[src/rtl/dmem_ctrl.sv]
// dmem_ctrl: data-memory access controller for the MEM pipeline stage.
// Turns byte/half/word load and store requests into word-wide memory phases.
// Sub-word stores use a read-modify-write pair; each memory phase is bounded
// by a timeout and aborts with an error.
//
// Ports
//   clk, rst_n          clock, asynchronous active-low reset
//   req, we, size, uns  request, store select, access size, load zero-extend
//   addr, wdata         byte address, right-aligned store data
//   rdata               extended load result (held until the next completed load)
//   done, err           one-cycle completion pulse, error flag valid with done
//   stall               pipeline freeze
//   mem_cs, mem_we      memory select and write enable
//   mem_addr, mem_wdata word-aligned address, full write word
//   mem_rdata, mem_ready read word, phase complete
module dmem_ctrl #(
  parameter int unsigned TIMEOUT = 16
) (
  input  logic        clk,
  input  logic        rst_n,
  input  logic        req,
  input  logic        we,
  input  logic [1:0]  size,
  input  logic        uns,
  input  logic [31:0] addr,
  input  logic [31:0] wdata,
  output logic [31:0] rdata,
  output logic        done,
  output logic        err,
  output logic        stall,
  output logic        mem_cs,
  output logic        mem_we,
  output logic [31:0] mem_addr,
  output logic [31:0] mem_wdata,
  input  logic [31:0] mem_rdata,
  input  logic        mem_ready
);

  localparam int unsigned CW = $clog2(TIMEOUT + 1);

  typedef enum logic [2:0] {IDLE, RD, RMW_RD, WR, RESP} state_e;

  state_e         state_q, state_d;
  logic [31:0]    addr_q, addr_d;
  logic [1:0]     size_q, size_d;
  logic           uns_q, uns_d;
  logic [15:0]    wdata_q, wdata_d;
  logic [31:0]    buf_q, buf_d;
  logic [31:0]    rdata_q, rdata_d;
  logic [CW-1:0]  cnt_q, cnt_d;
  logic           mem_cs_q, mem_cs_d;
  logic           mem_we_q, mem_we_d;
  logic           done_q, done_d;
  logic           err_q, err_d;

  logic [CW-1:0]  cnt_inc;
  logic           timed_out;
  logic           bad_req;
  logic [7:0]     lane_b;
  logic [15:0]    lane_h;
  logic [31:0]    load_ext;
  logic [31:0]    buf_merge;

  // State and datapath registers
  always_ff @(posedge clk or negedge rst_n) begin
    if (!rst_n) begin
      state_q  <= IDLE;
      addr_q   <= '0;
      size_q   <= '0;
      uns_q    <= 1'b0;
      wdata_q  <= '0;
      buf_q    <= '0;
      rdata_q  <= '0;
      cnt_q    <= '0;
      mem_cs_q <= 1'b0;
      mem_we_q <= 1'b0;
      done_q   <= 1'b0;
      err_q    <= 1'b0;
    end else begin
      state_q  <= state_d;
      addr_q   <= addr_d;
      size_q   <= size_d;
      uns_q    <= uns_d;
      wdata_q  <= wdata_d;
      buf_q    <= buf_d;
      rdata_q  <= rdata_d;
      cnt_q    <= cnt_d;
      mem_cs_q <= mem_cs_d;
      mem_we_q <= mem_we_d;
      done_q   <= done_d;
      err_q    <= err_d;
    end
  end

  // Next-state, datapath and registered-output logic
  always_comb begin
    state_d   = state_q;
    addr_d    = addr_q;
    size_d    = size_q;
    uns_d     = uns_q;
    wdata_d   = wdata_q;
    buf_d     = buf_q;
    rdata_d   = rdata_q;
    cnt_d     = cnt_q;
    err_d     = 1'b0;

    cnt_inc   = cnt_q + CW'(1);
    timed_out = (cnt_inc == CW'(TIMEOUT));
    bad_req   = (size == 2'b11) ||
                (size == 2'b01 && addr[0]) ||
                (size == 2'b10 && addr[1:0] != 2'b00);

    // Little-endian lane extraction with optional sign extension
    lane_b = mem_rdata[{addr_q[1:0], 3'b000} +: 8];
    lane_h = mem_rdata[{addr_q[1], 4'b0000} +: 16];
    case (size_q)
      2'b00:   load_ext = {{24{lane_b[7] & ~uns_q}}, lane_b};
      2'b01:   load_ext = {{16{lane_h[15] & ~uns_q}}, lane_h};
      default: load_ext = mem_rdata;
    endcase

    // Read word with the addressed lane replaced by the store data
    buf_merge = mem_rdata;
    if (size_q[0]) buf_merge[{addr_q[1], 4'b0000} +: 16] = wdata_q;
    else           buf_merge[{addr_q[1:0], 3'b000} +: 8] = wdata_q[7:0];

    case (state_q)
      IDLE: begin
        if (req) begin
          addr_d  = addr;
          size_d  = size;
          uns_d   = uns;
          wdata_d = wdata[15:0];
          cnt_d   = '0;
          if (bad_req) begin
            state_d = RESP;
            err_d   = 1'b1;
          end else if (!we) begin
            state_d = RD;
          end else if (size == 2'b10) begin
            state_d = WR;
            buf_d   = wdata;
          end else begin
            state_d = RMW_RD;
          end
        end
      end
      RD: begin
        if (mem_ready) begin
          rdata_d = load_ext;
          state_d = RESP;
          cnt_d   = '0;
        end else if (timed_out) begin
          state_d = RESP;
          err_d   = 1'b1;
          cnt_d   = '0;
        end else begin
          cnt_d = cnt_inc;
        end
      end
      RMW_RD: begin
        if (mem_ready) begin
          buf_d   = buf_merge;
          state_d = WR;
          cnt_d   = '0;
        end else if (timed_out) begin
          state_d = RESP;
          err_d   = 1'b1;
          cnt_d   = '0;
        end else begin
          cnt_d = cnt_inc;
        end
      end
      WR: begin
        if (mem_ready) begin
          state_d = RESP;
          cnt_d   = '0;
        end else if (timed_out) begin
          state_d = RESP;
          err_d   = 1'b1;
          cnt_d   = '0;
        end else begin
          cnt_d = cnt_inc;
        end
      end
      RESP:    state_d = IDLE;
      default: state_d = IDLE;
    endcase

    // Memory strobes and done track the state being entered
    mem_cs_d = (state_d == RD) || (state_d == RMW_RD) || (state_d == WR);
    mem_we_d = (state_d == WR);
    done_d   = (state_d == RESP);
  end

  // Stall must see req in IDLE the same cycle; reset forces it low
  assign stall = rst_n && (((state_q == IDLE) && req) ||
                           (state_q == RD) || (state_q == RMW_RD) || (state_q == WR));

  assign rdata     = rdata_q;
  assign done      = done_q;
  assign err       = err_q;
  assign mem_cs    = mem_cs_q;
  assign mem_we    = mem_we_q;
  assign mem_addr  = {addr_q[31:2], 2'b00};
  assign mem_wdata = buf_q;

endmodule

[config.mk]
export PLATFORM = sky130hd
export DESIGN_NAME = dmem_ctrl
export DESIGN_NICKNAME = d
export VERILOG_FILES = /design/src/rtl/dmem_ctrl.sv
export SDC_FILE = /design/constraint.sdc
export NUM_CORES = 1
export LEC_CHECK = 0
export CAP_MARGIN = 20
export CORE_MARGIN = 2
export CORE_UTILIZATION = 43
export DETAILED_ROUTE_END_ITERATION = 10
export PLACE_DENSITY = 0.8
export SLEW_MARGIN = 30
export SYNTH_ARGS = -nofsm -noshare
export SYNTH_HDL_FRONTEND = slang
export SYNTH_SLANG_ARGS = --single-unit
[constraint.sdc]
create_clock -name clk -period 1.86 [get_ports clk]
set_input_delay 0.372 -clock clk [delete_from_list [all_inputs] [get_ports clk]]
set_output_delay 0.372 -clock clk [all_outputs]
set_load 0.02 [all_outputs]
Word level (Yosys, flattened, before mapping)
Cells that the tools add are included.
Widths: inputs -> output; s select.
- bitwise operators: 3
- multipliers: 0
- magnitude comparators: 0
- mux-type cells: 27
- reduce and logical (&&, ||, !) cells: 22
- div/mod/pow operators: 0
- add/subtract/negate cells: 3
- shift operators: 6
- equality and inequality tests: 17
- operators with widths (operator ; count):
    $mux 32 ; 6
    $pmux 32 s2 ; 2
    $bwmux 32 ; 2
    $shift 16x7->32 const A ; 1
    $shift 8x7->32 const A ; 1
    $shiftx 16x7->32 ; 1
    $shiftx 32x6->16 ; 1
    $shiftx 32x6->8 ; 1
    $shiftx 8x7->32 ; 1
    $mux 3 ; 5
    $mux 5 ; 3
    $neg 5->7 ; 2
    $eq 3x2->1 const B ; 4
    $ne 2x2->1 const B ; 5
    $pmux 5 s2 ; 1
    $pmux 3 s3 ; 1
    $logic_or 1x1->1 ; 7
    $eq 3x1->1 const B ; 2
    $reduce_and 2->1 ; 3
    $reduce_and 6->1 ; 1
    $reduce_bool 2->1 ; 3
    $add 5x1->5 const B ; 1
    $eq 5x5->1 const B ; 1
    $mux 1 ; 5
    12 further kinds ; 18
- bits in writable memories: 0
- memories kept: 0
- logic and storage cells: 90
- register bits after elaboration: 127
- bits of input ports: 104
- ROM bits: 0
- output and inout port bits: 101
- latch bits: 0

Logic depth before layout (Yosys ltp)
Gate-level depths: netlist of run 1.
- depth in word-level cells: 10
- depth in mapped cells: 9
- gate-level depth less buffers: 7

Worst setup path before layout of run 1
No wires, ideal clock.
- kind: register to register
- start point: reg addr_q[1]
- end point: reg buf_q[23] (netlist: mem_wdata[23])
- required time: 1.777 ns
- path buffers: 2
- slack: -0.133 ns
- period minus slack after synthesis: 1.993 ns
- setup time: 0.083 ns
- cell stages (with the launch flop): 10
- data arrival time: 1.910 ns
- cell sequence: dfrtp_1 buf_2 inv_1 ha_1 nor4bb_1 buf_1 a221oi_1 a211oi_1 a21oi_1 o21ai_0
- longest elaborated chain between the ends: 6
- elaborated cells between the ends (all ways): 11
- those cells by class: 2 x add/sub; 4 x shift; 5 x mux
- ends and longest elaborated chain (what ; RTL line ; text):
    from (decl) ; 44 ; logic [31:0] addr_q, addr_d;
    from (signal assigned) ; 81 ; addr_q <= addr_d;
    $neg 5->7 (on tied branches) ; 124, 125 ;
    $shiftx 16x7->32, or another cell as far along ; 124 ; if (size_q[0]) buf_merge[{addr_q[1], 4'b0000} +: 16] = wdata_q;
    $bwmux 32 (on tied branches) ; 124, 125 ;
    $mux 32 * ; 124 ;
    $mux 32 * ; 162 ; if (mem_ready) begin
    $pmux 32 s2 * ; 127 ; case (state_q)
    to (signal assigned) ; 85 ; buf_q <= buf_d;
    to (decl) ; 48 ; logic [31:0] buf_q, buf_d;
Every way passes the cells marked *; elsewhere a longest branch is shown, timed or not. The select of a mux whose other input is x is not followed.
A chain may end at the register's enable or synchronous reset.

Worst setup path after layout of run 1
- start point: reg addr_q[0]
- end point: reg buf_q[0] (netlist: mem_wdata[0])
- longest elaborated chain between the ends: 6
- elaborated cells between the ends (all ways): 7
- those cells by class: 1 x add/sub; 2 x shift; 4 x mux
- ends and longest elaborated chain (what ; RTL line ; text):
    $neg 5->7 * ; 125 ; else buf_merge[{addr_q[1:0], 3'b000} +: 8] = wdata_q[7:0];
    $shiftx 8x7->32 / $shift 8x7->32 (equally long branches) ; 125 ;
    $bwmux 32 * ; 125 ;
    $mux 32 * ; 124 ;
    $mux 32 * ; 162 ;
    $pmux 32 s2 * ; 127 ;
Marks and branches as above.

==> impl_results.md, run 1 <==
- Status: finished with violations
- Violations in the final reports: setup timing
- Distinct cells, synth: 45
- Max Fclk: 518 MHz
- Pleak: 0.00451 uW
- Final slew viol count: 0
- Ant. Diodes: 0
- Max Root-Sink Buffers: 2
- Slew @ Worst Pin: 0.690 ns
- Placed Cells: about 1100
- Initial core utilization: 44.2%
- Worst path cell trace: inv_2 > ha_1 > nor4bb_4 > buf_6 > a221oi_1 > a211oi_1 > a21oi_1 > o21ai_0
- Root Buffer: clkbuf_16
- Die area: 16800 um2
- TritonCTS clock tree: built
- Layout Cells excl Fill: between 1000 and 1500
- Clk slew on worst S/H paths: 0.06 ns
- Initial DRC Count: 540
- Top_reg_cell synth: dfrtp_1
- Layout area overhead: 48.6%
- Tmin final: 1.93 ns
- R2r worst-path depth: 8
- Final period util: 104%
- Worst hold path type: input port to async pin
- Post-route DRC: 0
- GP Congestion: just over 0.9
- Gr usage total: around 25%
- Worst EP arrival: 2.25 ns
- Fillers: 1186
- Post-synth EDFFs: 0
- Worst EP required: 2.18 ns
- Pin count of the biggest net entering global routing: 128
- Pwr Density: 1760 nW/um2
- Ys async rst share: 100%
- Register area share after synthesis: 46.9%
- Clk Latency, worst-skew pair: ~0.42 ns
- Hold WS: 0.0519 ns
- Area of the multi-input gates: 3330 um2
- Kind of critical path: flop to flop
- Area fraction of the dominant cell type after synthesis: 46.9%
- Detailed Routing Iterations Pass 1: 7
- Grt ovf: 0
- Routed length per instance: approximately 19 um
- Top post-synthesis cells by count: nand2_1, dfrtp_1, o21ai_0, a21oi_1, clkbuf_1
- Number of global-route vias before repair: roughly 6200
- CP peak stage delay: about 0.4 ns
- Setup crit start kind: flop
- Syn Std Cell Area: 6780 um2
- Met3 Usage GRT: 7.06%
- Crit-path max FO: 8
- Number of max-cap violations: 0
- Clock Skew: between 0.009 and 0.01 ns
- Post-Route Setup TNS: -0.286 ns
- YS warnings: 0
- Met1 usage: a little under a third
- Die Wd: 130 um
- Max stage delay cell, worst path: dfrtp_1
- Leading area contributor after synthesis: dfrtp_1
- CP endpoint kind: flop
- RSZ-0062 raised after global routing: true
- HPWL after DPL: 14.9 mm
- CTS sink cnt: 127
- Storage element area: around 3200 um2
- Antenna Nets Post-Route: 0
- Top Usage Layer GRT: met2
- DRT Wirelength: between 20 and 25 mm
- I/O pins: 205
- Hold buffers post-CTS: 0
- Initial antenna violation count: 0
- H-tree levels: 4
- Synthesized area per cell: 8.99 um2
- GR met2 Demand/Resource: 40.2%
- CTS Buf Count: 17
- Most frequent cell after synthesis: nand2_1
- Final setup viols: 9
- Setup ws final: -0.0692 ns
- Port buffer count: 202
- Synth area leaders: dfrtp_1, nand2_1, mux2i_1, a221oi_1, o21ai_0
- Cells after synthesis: 754
- First-pass GRT wire length: approximately 32 mm
- Placement Rows: 45
- Final hold violations: 0
- Via count: approximately 6600
- Die H: 130 um
- VDD IR max: 0.899 mV
- Nets@finish: 1057
- Layout cells sized above 1: 17.3%
- Vias per Instance: 5.63
- Slew Limit Headroom: 54.0%
- Placeable core region: 15300 um2
- Synth Register Bits: 127
## worst max-delay path: cells and delay by family, from the launching register on
kind | cells | cell delay (ns)
flops | 1 | 0.39
simple gates | 1 | 0.26
fa+ha+maj | 1 | 0.26
buf+inv | 2 | 0.29
compound gates | 4 | 0.64
## per-stage QoR
stage               total power (uW)  worst slack [ns]  cell area, um2  util, %
floorplan                       9880           0.00477            6790        -
global placement               13000            -0.389            9090     59.3
detailed placement             13200            -0.388            9090     59.3
CTS                            17100           -0.0640            9800     64.0
global route                   18700            -0.143           10100     65.7
finish                         17700           -0.0692           10100     65.7
## final timing paths
kind | from | end | slack [ns]
max | addr_q[0] | mem_wdata[0] | -0.07
min | rst_n | rdata[16] | 0.05
max reg2reg | addr_q[0] | mem_wdata[0] | -0.07
min reg2reg | addr_q[12] | addr_q[12] | 0.47
max in group asynchronous | rst_n | addr_q[1] | 1.26
min in group clk | addr_q[12] | addr_q[12] | 0.47
## timing repair
| action | in CTS | in global routing |
|---|---|---|
| gates resized for setup | 18 | 52 |
| pin swaps | 16 | 34 |
| endpoints found under the setup margin | 28 | 72 |
| buffers inserted | 0 | 5 |
## routing by layer
metal,vias up,part of all wire (%),routed length (um)
met3,71,9.9,2160
met1,3130,38,8260
met2,348,48,10500
li1,3039,-,-
met4,0,4.2,924
met5,-,0,0
## cells by family (layout without fill, tap and decap cells)
logic type / after synthesis / count (layout) / synth area share (%)
and+or+nand+nor: 286 / 286 / 18.6
DFF: 127 / 127 / 46.9
buffers and inverters: 100 / 305 / 7.70
AOI/OAI and AO/OA: 191 / 191 / 18.9
adders and majority gates: 6 / 6 / 1.11
xor gates and xnor gates: 1 / 1 / 0.129
other: 1 / 2 / 0.0553
muxes: 42 / 42 / 6.54
## report_power, final
part | internal (uW) | leakage [uW] | switching [uW]
logic | 4050 | 0.00259 | 4850
registers | 3990 | 0.00160 | 1020
clock network | 2550 | 0.000322 | 1260
total | 10600 | 0.00451 | 7130
## cells in the final DEF, fill, tap and decap left out, drive strengths merged, types with 4 or more instances in the layout
cell type and n:
mux2i 33, a221oi 33, clkinvlp 4, a222oi 7
clkdlybuf4s50 200, dfrtp 127, inv 9, a211o 8
o21ai 55, clkbuf 18, buf 62, and3 7
o21a 8, clkinv 6, nand3 33, bufinv 6
nor2 8, mux2 8, nand2 211, nor3 9
a211oi 32, a21oi 37, ha 6
## registers in the layout, indices dropped and copies added (netlist names)
signal,cells
rdata,32
done,1
wdata_q,16
mem_cs,1
addr_q,32
cnt_q,5
uns_q,1
size_q,2
err,1
mem_we,1
mem_wdata,32
state_q,3
## final cells by class
type                            instances  area share, %
Clock buffer                           18           4.36
Clock inverter                         14           2.37
Inverter                               11          0.472
Multi-Input combinational cell        528           33.1
Sequential cell                       127           31.6
Tap cell                              211           2.62
Timing Repair Buffer                  262           25.5
Note: power is estimated with default switching activity, not from simulation.
==> run 2: changes to the inputs <==
CAP_MARGIN = 5   (was 20)
==> results of run 2 <==
The final DEF is identical to that of run 1; final timing and power are the same.
